**src/rtl/mul_share_arbiter.sv**
```systemverilog
// mul_share_arbiter: round-robin front end that time-shares one shift-add
// multiplier among NREQ requesters. A winner's operands are captured and
// issued to the multiplier (or short-circuited when either operand is zero),
// and the product is returned tagged with the requester index. A WAIT-state
// watchdog turns a multiplier that never completes into an error response.
module mul_share_arbiter #(
    parameter int NREQ    = 4,
    parameter int WIDTH   = 16,
    parameter int TIMEOUT = 64
) (
    input  logic                      clk,
    input  logic                      rst,
    input  logic [NREQ-1:0]           req,
    input  logic [NREQ*WIDTH-1:0]     opa,
    input  logic [NREQ*WIDTH-1:0]     opb,
    output logic [NREQ-1:0]           gnt,
    output logic                      mul_start,
    output logic [WIDTH-1:0]          mul_a,
    output logic [WIDTH-1:0]          mul_b,
    input  logic                      mul_complete,
    input  logic [2*WIDTH-1:0]        mul_product,
    output logic                      rsp_valid,
    input  logic                      rsp_ready,
    output logic [$clog2(NREQ)-1:0]   rsp_id,
    output logic [2*WIDTH-1:0]        rsp_product,
    output logic                      rsp_err,
    output logic                      busy
);

    localparam int IDW = $clog2(NREQ);
    localparam int CW  = $clog2(TIMEOUT + 1);

    typedef enum logic [1:0] {
        IDLE  = 2'd0,
        ISSUE = 2'd1,
        WAIT  = 2'd2,
        RESP  = 2'd3
    } state_t;

    state_t               state_q, state_d;
    logic [IDW-1:0]       ptr_q, ptr_d;
    logic [NREQ-1:0]      gnt_q, gnt_d;
    logic                 mul_start_q, mul_start_d;
    logic [WIDTH-1:0]     mul_a_q, mul_a_d;
    logic [WIDTH-1:0]     mul_b_q, mul_b_d;
    logic                 rsp_valid_q, rsp_valid_d;
    logic [IDW-1:0]       rsp_id_q, rsp_id_d;
    logic [2*WIDTH-1:0]   rsp_product_q, rsp_product_d;
    logic                 rsp_err_q, rsp_err_d;
    logic                 busy_q, busy_d;
    logic [CW-1:0]        cnt_q, cnt_d;
    logic                 complete_prev_q, complete_prev_d;

    // Per-requester operand views of the packed input buses
    logic [WIDTH-1:0] opa_arr [NREQ];
    logic [WIDTH-1:0] opb_arr [NREQ];

    for (genvar gi = 0; gi < NREQ; gi++) begin : g_unpack
        assign opa_arr[gi] = opa[gi*WIDTH +: WIDTH];
        assign opb_arr[gi] = opb[gi*WIDTH +: WIDTH];
    end

    // Returns {found, index} of the first set request searching from p upward
    // with wrap-around. Walking the offsets downward lets the smallest offset
    // overwrite the result last, so it wins.
    function automatic logic [IDW:0] rr_pick(input logic [NREQ-1:0] r,
                                             input logic [IDW-1:0]  p);
        logic [IDW:0] res;
        int           c;
        res = '0;
        for (int k = NREQ - 1; k >= 0; k--) begin
            c = (int'(p) + k) % NREQ;
            if (r[c]) begin
                res = {1'b1, IDW'(c)};
            end
        end
        return res;
    endfunction

    logic [IDW:0]   pick;
    logic           pick_found;
    logic [IDW-1:0] pick_idx;

    assign pick       = rr_pick(req, ptr_q);
    assign pick_found = pick[IDW];
    assign pick_idx   = pick[IDW-1:0];

    // Next-state and next-output computation for the sequencer
    always_comb begin
        state_d         = state_q;
        ptr_d           = ptr_q;
        gnt_d           = '0;
        mul_start_d     = 1'b0;
        mul_a_d         = mul_a_q;
        mul_b_d         = mul_b_q;
        rsp_valid_d     = rsp_valid_q;
        rsp_id_d        = rsp_id_q;
        rsp_product_d   = rsp_product_q;
        rsp_err_d       = rsp_err_q;
        cnt_d           = cnt_q;
        // Sampling every cycle means the detector is re-armed with the
        // level seen on the last ISSUE cycle when WAIT is entered.
        complete_prev_d = mul_complete;

        unique case (state_q)
            IDLE: begin
                if (pick_found) begin
                    gnt_d    = {{(NREQ-1){1'b0}}, 1'b1} << pick_idx;
                    mul_a_d  = opa_arr[pick_idx];
                    mul_b_d  = opb_arr[pick_idx];
                    rsp_id_d = pick_idx;
                    ptr_d    = (pick_idx == IDW'(NREQ - 1)) ? '0 : pick_idx + 1'b1;
                    state_d  = ISSUE;
                end
            end
            ISSUE: begin
                // First ISSUE cycle decides bypass vs. start; second one
                // (start pulse on the wire) hands over to WAIT.
                if (!mul_start_q) begin
                    if ((mul_a_q == '0) || (mul_b_q == '0)) begin
                        rsp_product_d = '0;
                        rsp_err_d     = 1'b0;
                        rsp_valid_d   = 1'b1;
                        state_d       = RESP;
                    end else begin
                        mul_start_d = 1'b1;
                    end
                end else begin
                    cnt_d   = '0;
                    state_d = WAIT;
                end
            end
            WAIT: begin
                cnt_d = cnt_q + 1'b1;
                // A completion edge takes priority over an expiring watchdog.
                if (mul_complete && !complete_prev_q) begin
                    rsp_product_d = mul_product;
                    rsp_err_d     = 1'b0;
                    rsp_valid_d   = 1'b1;
                    state_d       = RESP;
                end else if (cnt_q == CW'(TIMEOUT - 1)) begin
                    rsp_product_d = '0;
                    rsp_err_d     = 1'b1;
                    rsp_valid_d   = 1'b1;
                    state_d       = RESP;
                end
            end
            RESP: begin
                if (rsp_valid_q && rsp_ready) begin
                    rsp_valid_d = 1'b0;
                    state_d     = IDLE;
                end
            end
            default: begin
                state_d = IDLE;
            end
        endcase

        busy_d = (state_d != IDLE);
    end

    // State and registered outputs; async reset abandons any operation
    always_ff @(posedge clk or posedge rst) begin
        if (rst) begin
            state_q         <= IDLE;
            ptr_q           <= '0;
            gnt_q           <= '0;
            mul_start_q     <= 1'b0;
            mul_a_q         <= '0;
            mul_b_q         <= '0;
            rsp_valid_q     <= 1'b0;
            rsp_id_q        <= '0;
            rsp_product_q   <= '0;
            rsp_err_q       <= 1'b0;
            busy_q          <= 1'b0;
            cnt_q           <= '0;
            complete_prev_q <= 1'b0;
        end else begin
            state_q         <= state_d;
            ptr_q           <= ptr_d;
            gnt_q           <= gnt_d;
            mul_start_q     <= mul_start_d;
            mul_a_q         <= mul_a_d;
            mul_b_q         <= mul_b_d;
            rsp_valid_q     <= rsp_valid_d;
            rsp_id_q        <= rsp_id_d;
            rsp_product_q   <= rsp_product_d;
            rsp_err_q       <= rsp_err_d;
            busy_q          <= busy_d;
            cnt_q           <= cnt_d;
            complete_prev_q <= complete_prev_d;
        end
    end

    assign gnt         = gnt_q;
    assign mul_start   = mul_start_q;
    assign mul_a       = mul_a_q;
    assign mul_b       = mul_b_q;
    assign rsp_valid   = rsp_valid_q;
    assign rsp_id      = rsp_id_q;
    assign rsp_product = rsp_product_q;
    assign rsp_err     = rsp_err_q;
    assign busy        = busy_q;

endmodule

```
**config.mk**
```make
export PLATFORM = sky130hd
export DESIGN_NAME = mul_share_arbiter
export DESIGN_NICKNAME = d
export VERILOG_FILES = /design/src/rtl/mul_share_arbiter.sv
export SDC_FILE = /design/constraint.sdc
export NUM_CORES = 1
export LEC_CHECK = 0
export BUFFER_PORTS_ARGS = -buffer_cell sky130_fd_sc_hd__buf_2
export CAP_MARGIN = 0
export CORE_AREA = 2 2 102 104
export DETAILED_ROUTE_END_ITERATION = 6
export DIE_AREA = 0 0 104 106
export PLACE_DENSITY = 0.78
export SLEW_MARGIN = 20
export SYNTH_ARGS = -nofsm -noshare
export SYNTH_HDL_FRONTEND = slang
export SYNTH_SLANG_ARGS = --single-unit
```
**constraint.sdc**
```tcl
create_clock -name clk -period 3 [get_ports clk]
set_clock_uncertainty 0.2 [all_clocks]
set_input_delay 0.3 -clock clk [delete_from_list [all_inputs] [get_ports clk]]
set_output_delay 0.3 -clock clk [all_outputs]
set_load 0.02 [all_outputs]
```
# Word level (Yosys, flattened, before mapping)
# Cells that the tools add are included.
[totals] mem_count=0 ram_bits=0 reg_bits=86 rom_bits=0 wordCells=106 latchBits=0 in_bits=168 output_inout_bits=74
[op_classes] n_bitwise=4 multipliers=0 n_reduce_logical=17 n_eq_ne=10 n_mux=51 shifts=1 div=0 n_lt_le_gt_ge=5 n_addsub=5
[op_table] operator="$mux 32" count=4
[op_table] operator="$bmux 16 s2" count=2
[op_table] operator="$mux 16" count=4
[op_table] operator="$pmux 32 s2" count=1
[op_table] operator="$logic_not 16->1" count=2
[op_table] operator="$mux 1" count=18
[op_table] operator="$mux 2" count=7
[op_table] operator="$pmux 7 s2" count=1
[op_table] operator="$lt 3x4->1 const B" count=3
[op_table] operator="$mux 3" count=4
[op_table] operator="$bmux 1 s2" count=4
[op_table] operator="$mux 4" count=2
[op_table] operator="$ne 2x2->1 const B" count=4
[op_table] operator="$pmux 2 s4" count=1
[op_table] operator="$add 7x1->7 const B" count=1
[op_table] operator="$eq 7x6->1 const B" count=1
[op_table] operator="$mux 7" count=1
[op_table] operator="$eq 2x2->1 const B" count=3
[op_table] operator="$reduce_or 2->1" count=3
[op_table] operator="$reduce_and 5->1" count=1
[op_table] operator="$add 2x1->2 const B" count=2
[op_table] operator="$add 2x2->2 const B" count=2
[op_table] operator="$reduce_and 2->1" count=2
[op_table] operator="$reduce_and 4->1" count=1
[op_table] operator="15 further kinds" count=19

# Longest topological paths before layout
[depth] word_depth=14 depth_mapped=10 mapped_depth_nobuf=7

# Least setup slack after synthesis
# OpenSTA, ideal clock, no wires.
[synth_timing] path_type="reg-to-reg" from="reg ptr_q[0]" to="reg ptr_q[1]" setup_ps=117 arrival_ps=1644 path_stages_with_launch=11 synth_period_minus_slack_ps=1961 n_path_buf=3 slack_ps=1039 required_ps=2683 cell_sequence="dfrtp_1 nor2b_4 a21o_1 a211o_1 buf_2 buf_6 buf_6 inv_1 ha_1 nand2_1 nand2_1"
[synth_between] elab_chain_len=10 word_cells_on_any_way=22 cone_classes="4 x add/sub; 1 x eq/ne; 16 x mux; 1 x reduce/logical"
[synth_rtl] item="start: declaration" line="41" source="logic [IDW-1:0] ptr_q, ptr_d;"
[synth_rtl] item="start signal: assignment" line="180" source="ptr_q <= ptr_d;"
[synth_rtl] item="$add 2x2->2" line="72" source="c = (int'(p) + k) % NREQ;"
[synth_rtl] item="$bmux 1 s2" line="73" source="if (r[c]) begin"
[synth_rtl] item="$mux 1 (implied by the code) (2 in a row)" line="73"
[synth_rtl] item="$mux 3 (3 in a row)" line="73"
[synth_rtl] item="$mux 3 *" line="73"
[synth_rtl] item="net pick[0]" line="80" source="logic [IDW:0] pick;"
[synth_rtl] item="$add 2x1->2 or $eq 2x2->1 (tied branches)" line="112" source="ptr_d = (pick_idx == IDW'(NREQ - 1)) ? '0 : pick_idx + 1'b1;"
[synth_rtl] item="$mux 2 *" line="112"
# The timed path passes the listed nets; every way through them passes the cells marked *. The select of a mux whose other input is x is not followed.
# A chain may end at the register's enable or synchronous reset.

# Worst setup path after layout
[layout_timing] from="reg ptr_q[0]" to="reg mul_b_q[11] (netlist: mul_b[11])"
[layout_between] elab_chain_len=12 word_cells_on_any_way=23 cone_classes="3 x add/sub; 18 x mux; 1 x bitwise; 1 x reduce/logical"
[layout_rtl] item="$add 2x2->2" line="72"
[layout_rtl] item="$bmux 1 s2" line="73"
[layout_rtl] item="$mux 1 (implied by the code) (2 in a row)" line="73"
[layout_rtl] item="$mux 3 (3 in a row)" line="73"
[layout_rtl] item="$mux 3 *" line="73"
[layout_rtl] item="$not 2->3 (implied by the code)" line="110" source="mul_b_d = opb_arr[pick_idx];"
[layout_rtl] item="$bmux 16 s2" line="110"
[layout_rtl] item="$mux 16 (implied by the code) (2 in a row)" line="110"
[layout_rtl] item="end signal: assignment" line="184" source="mul_b_q <= mul_b_d;"
[layout_rtl] item="end: declaration" line="45" source="logic [WIDTH-1:0] mul_b_q, mul_b_d;"
# Mark *: on every way between the ends. The rest lies on a longest branch, timed or not. The select of a mux whose other input is x is not followed.

==> out/results.ini <==
[detailed_routing]
wl_met2_mm = 7.30
highest_layer = met4
met3_length_um = 931
drcViolationCount = 0
post_drt_via_cell_ratio = 5.29
ant_nets = 0
drtIter0Drc = 183
wl_met1_mm = 4.99
totalWireLength_mm = 13.5
wl_per_cell_um = 17.1
drt_pass1_iterations = 4
vias = 4150

[pwr]
p_clk_frac = 0.161
irDropWorstVdd_mv = 0.464
comb_power_share = 0.485
p_sw_frac = 0.431
power_density_nw_per_um2 = 950
p_switching_mw = 2.51
p_seq_frac = 0.354
p_int_mw = 3.32
total_leakage_power_nw = 3.35

[synth]
yosysWarnings = 0
ys_top_cells_by_area = dfrtp_1 51%, mux2i_1 15%, a22o_1 6.8%
synth_flop_cell = dfrtp_1
yosysTopAreaCellShare = 0.507
yosys.area.top_type = dfrtp_1
synth_nets = 549
synth-edff-count = 0
syn_avg_cell_area_sq_um = 11.3
synthCells = 376
ys_seq_area_frac = 0.507
synth_cell_types = 35
synth-seq-cells = 86
mappedNetlistArea_sq_um = 4250
ys_async_sr_fraction = 1.00

[timing]
slew_headroom = 0.592
setup_viol = 0
fmax_mhz = 426
setup_tns_ns = 0
setup_slack_ns = 0.652
fin_crit_ns = 2.35
slew_violations = 0
hold_violations = 0
worst_slew_pin_slew_ns = 0.612
fin_crit_sh = 0.783
grt_setup_unrepaired = no

[global_route]
grt.total_usage = 0.248
grt_max_degree = 40
grt.overflow.total = 0
grt_first_pass_wirelength_mm = 21.7
grt_pass1_vias = 4337
antenna_found_initial = 0

[die]
core_area_sq_um = 10000
dieArea_sq_um = 11000
rows = 37
die_w_um = 104
die_h_um = 106
io_pins = 242
initial_core_util = 0.425

[worst_hold_path]
hp-class = in2reg

[clock_network]
htreeDepth = 3
cts_tree = done
cts_max_path_buffers = 2
clockRootBuffer = clkbuf_8
path_clk_slew_ns = 0.10
post_cts_buffers = 0
cts.sinks = 86
clk_latency_ns = 0.36
numCtsBuffers = 9

[worst_setup_path]
path_max_fanout = 39
cp-end-kind = flip-flop
r2r_cells = 6
arrival_ns = 2.37
rrSetupSlack_ns = 0.65
cp-endpoint = mul_b[11]
crit_chain = nand2b_1, a21oi_1, a211o_4, buf_4, mux2i_1, o221ai_1
startpoint = ptr_q[0]
required_ns = 3.02
critPathKind = reg2reg
worst_setup_path_start_kind = flip-flop
reg2reg_from = ptr_q[0]
slowest_stage = a211o_4
slowest_delay_ns = 0.53
r2r-end = mul_b[11]

[finish]
final_cell_mix = 241 x buf_2, 86 x dfrtp_1, 65 x mux2i_1, 53 x nand2_1, 34 x dlygate4sd3_1
final_common_cell = buf_2
area_growth_syn_to_layout_pct = 44.3
diodes = 0
fillers = 836
multiInputGateArea_sq_um = 1920
drive_gt1_frac = 0.424
fin_nets = 817
seqCellArea_sq_um = 2150

[place]
dpl.hpwl_mm = 9.67
pre_cts_slack_ns = 0.660
globalplace.congestion = 0.824
port_buffers = 241

[status]
status = complete, no violations

[run]
drv_cap = 0

==> worst max-delay path, delay by kind of cell, from the launching register on <==
kind,cells,cell delay (ns)
AOI/OAI and AO/OA,3,0.85
buffers and inverters,1,0.32
DFF,1,0.43
muxes,1,0.23
and+or+nand+nor,1,0.16
==> synthesized netlist by cell type, types with 2 or more instances <==
master	instances
dfrtp_1	86
mux2i_1	65
nand2_1	53
a22o_1	33
o221ai_1	32
clkbuf_1	13
buf_2	8
nor2_1	8
nor4_1	8
buf_6	7
o21ai_0	7
a21oi_1	5
and2_1	5
ha_1	5
nand2b_1	5
nand3_1	5
inv_1	4
nand4_1	4
nor2b_1	4
a211o_1	2
a31oi_1	2
nor3_1	2
==> cell families after synthesis <==
group	Yosys count	synth area share
flip-flops	86	0.507
XOR/XNOR	1	0.00206
adder cells (fa/ha/maj)	5	0.0147
AO/OA/AOI/OAI	89	0.173
buffers and inverters	33	0.0439
AND/OR/NAND/NOR	97	0.107
multiplexers	65	0.153
==> final cells by class <==
| type | count | share of cell area |
|---|---|---|
| clock inverters | 6 | 0.0151 |
| flip-flops and latches | 86 | 0.351 |
| inverters | 5 | 0.00327 |
| repair buffers | 285 | 0.267 |
| clock buffers | 10 | 0.0225 |
| multi-input cells | 257 | 0.314 |
| well taps | 136 | 0.0278 |
==> registers in the layout, summed over array words and instances, names as in the netlist, 2 cells and up <==
signal and count:
ptr_q 2, rsp_product 32, gnt 4, rsp_id 2, cnt_q 7, mul_a 16
mul_b 16, state_q 2
==> power groups by stage <==
stage	combinational [mW]	clock, mW	sequential, mW
2_1_floorplan	1.39	0	2.53
3_3_place_gp	2.72	0	2.04
3_5_place_dp	2.80	0	2.06
4_1_cts	2.84	0.950	2.05
5_1_grt	3.06	1.00	2.13
6_report	2.82	0.937	2.06
==> worst min-delay path by stage <==
stage	to	slack (ns)	startpoint	depth (start not counted)
2_1_floorplan	complete_prev_q	0.13	mul_complete	0
3_3_place_gp	ptr_q[0]	0.14	rst	2
3_5_place_dp	mul_a[11]	0.14	rst	2
4_1_cts	mul_b[2]	0.04	opb[50]	3
5_1_grt	mul_b[2]	0.05	opb[50]	3
6_report	mul_b[9]	0.05	opb[57]	3
==> layer usage <==
metal | up-vias | GRT usage
li1 | 1952 | -
met1 | 1977 | 0.277
met2 | 198 | 0.460
met3 | 23 | 0.0687
met4 | 0 | 0.0734
met5 | - | 0
==> metrics by stage <==
step | total power [mW] | utilization | cell area (sq um) | cells | hold WS (ns)
6_report | 5.82 | 0.613 | 6130 | 785 | 0.0519
5_1_grt | 6.20 | 0.613 | 6130 | 785 | 0.0527
4_1_cts | 5.85 | 0.613 | 6130 | 785 | 0.0434
3_5_place_dp | 4.86 | 0.556 | 5560 | 735 | 0.144
3_3_place_gp | 4.76 | 0.556 | 5560 | 735 | 0.139
2_1_floorplan | 3.91 | - | 4250 | 376 | 0.131
==> repair_timing <==
action                                 CTS  global route
hold buffers                            34             0
setup endpoints to repair                0             0
gates resized for setup                  0             0
endpoints found under the hold margin   59             0
Note: power is estimated with default switching activity, not from simulation.
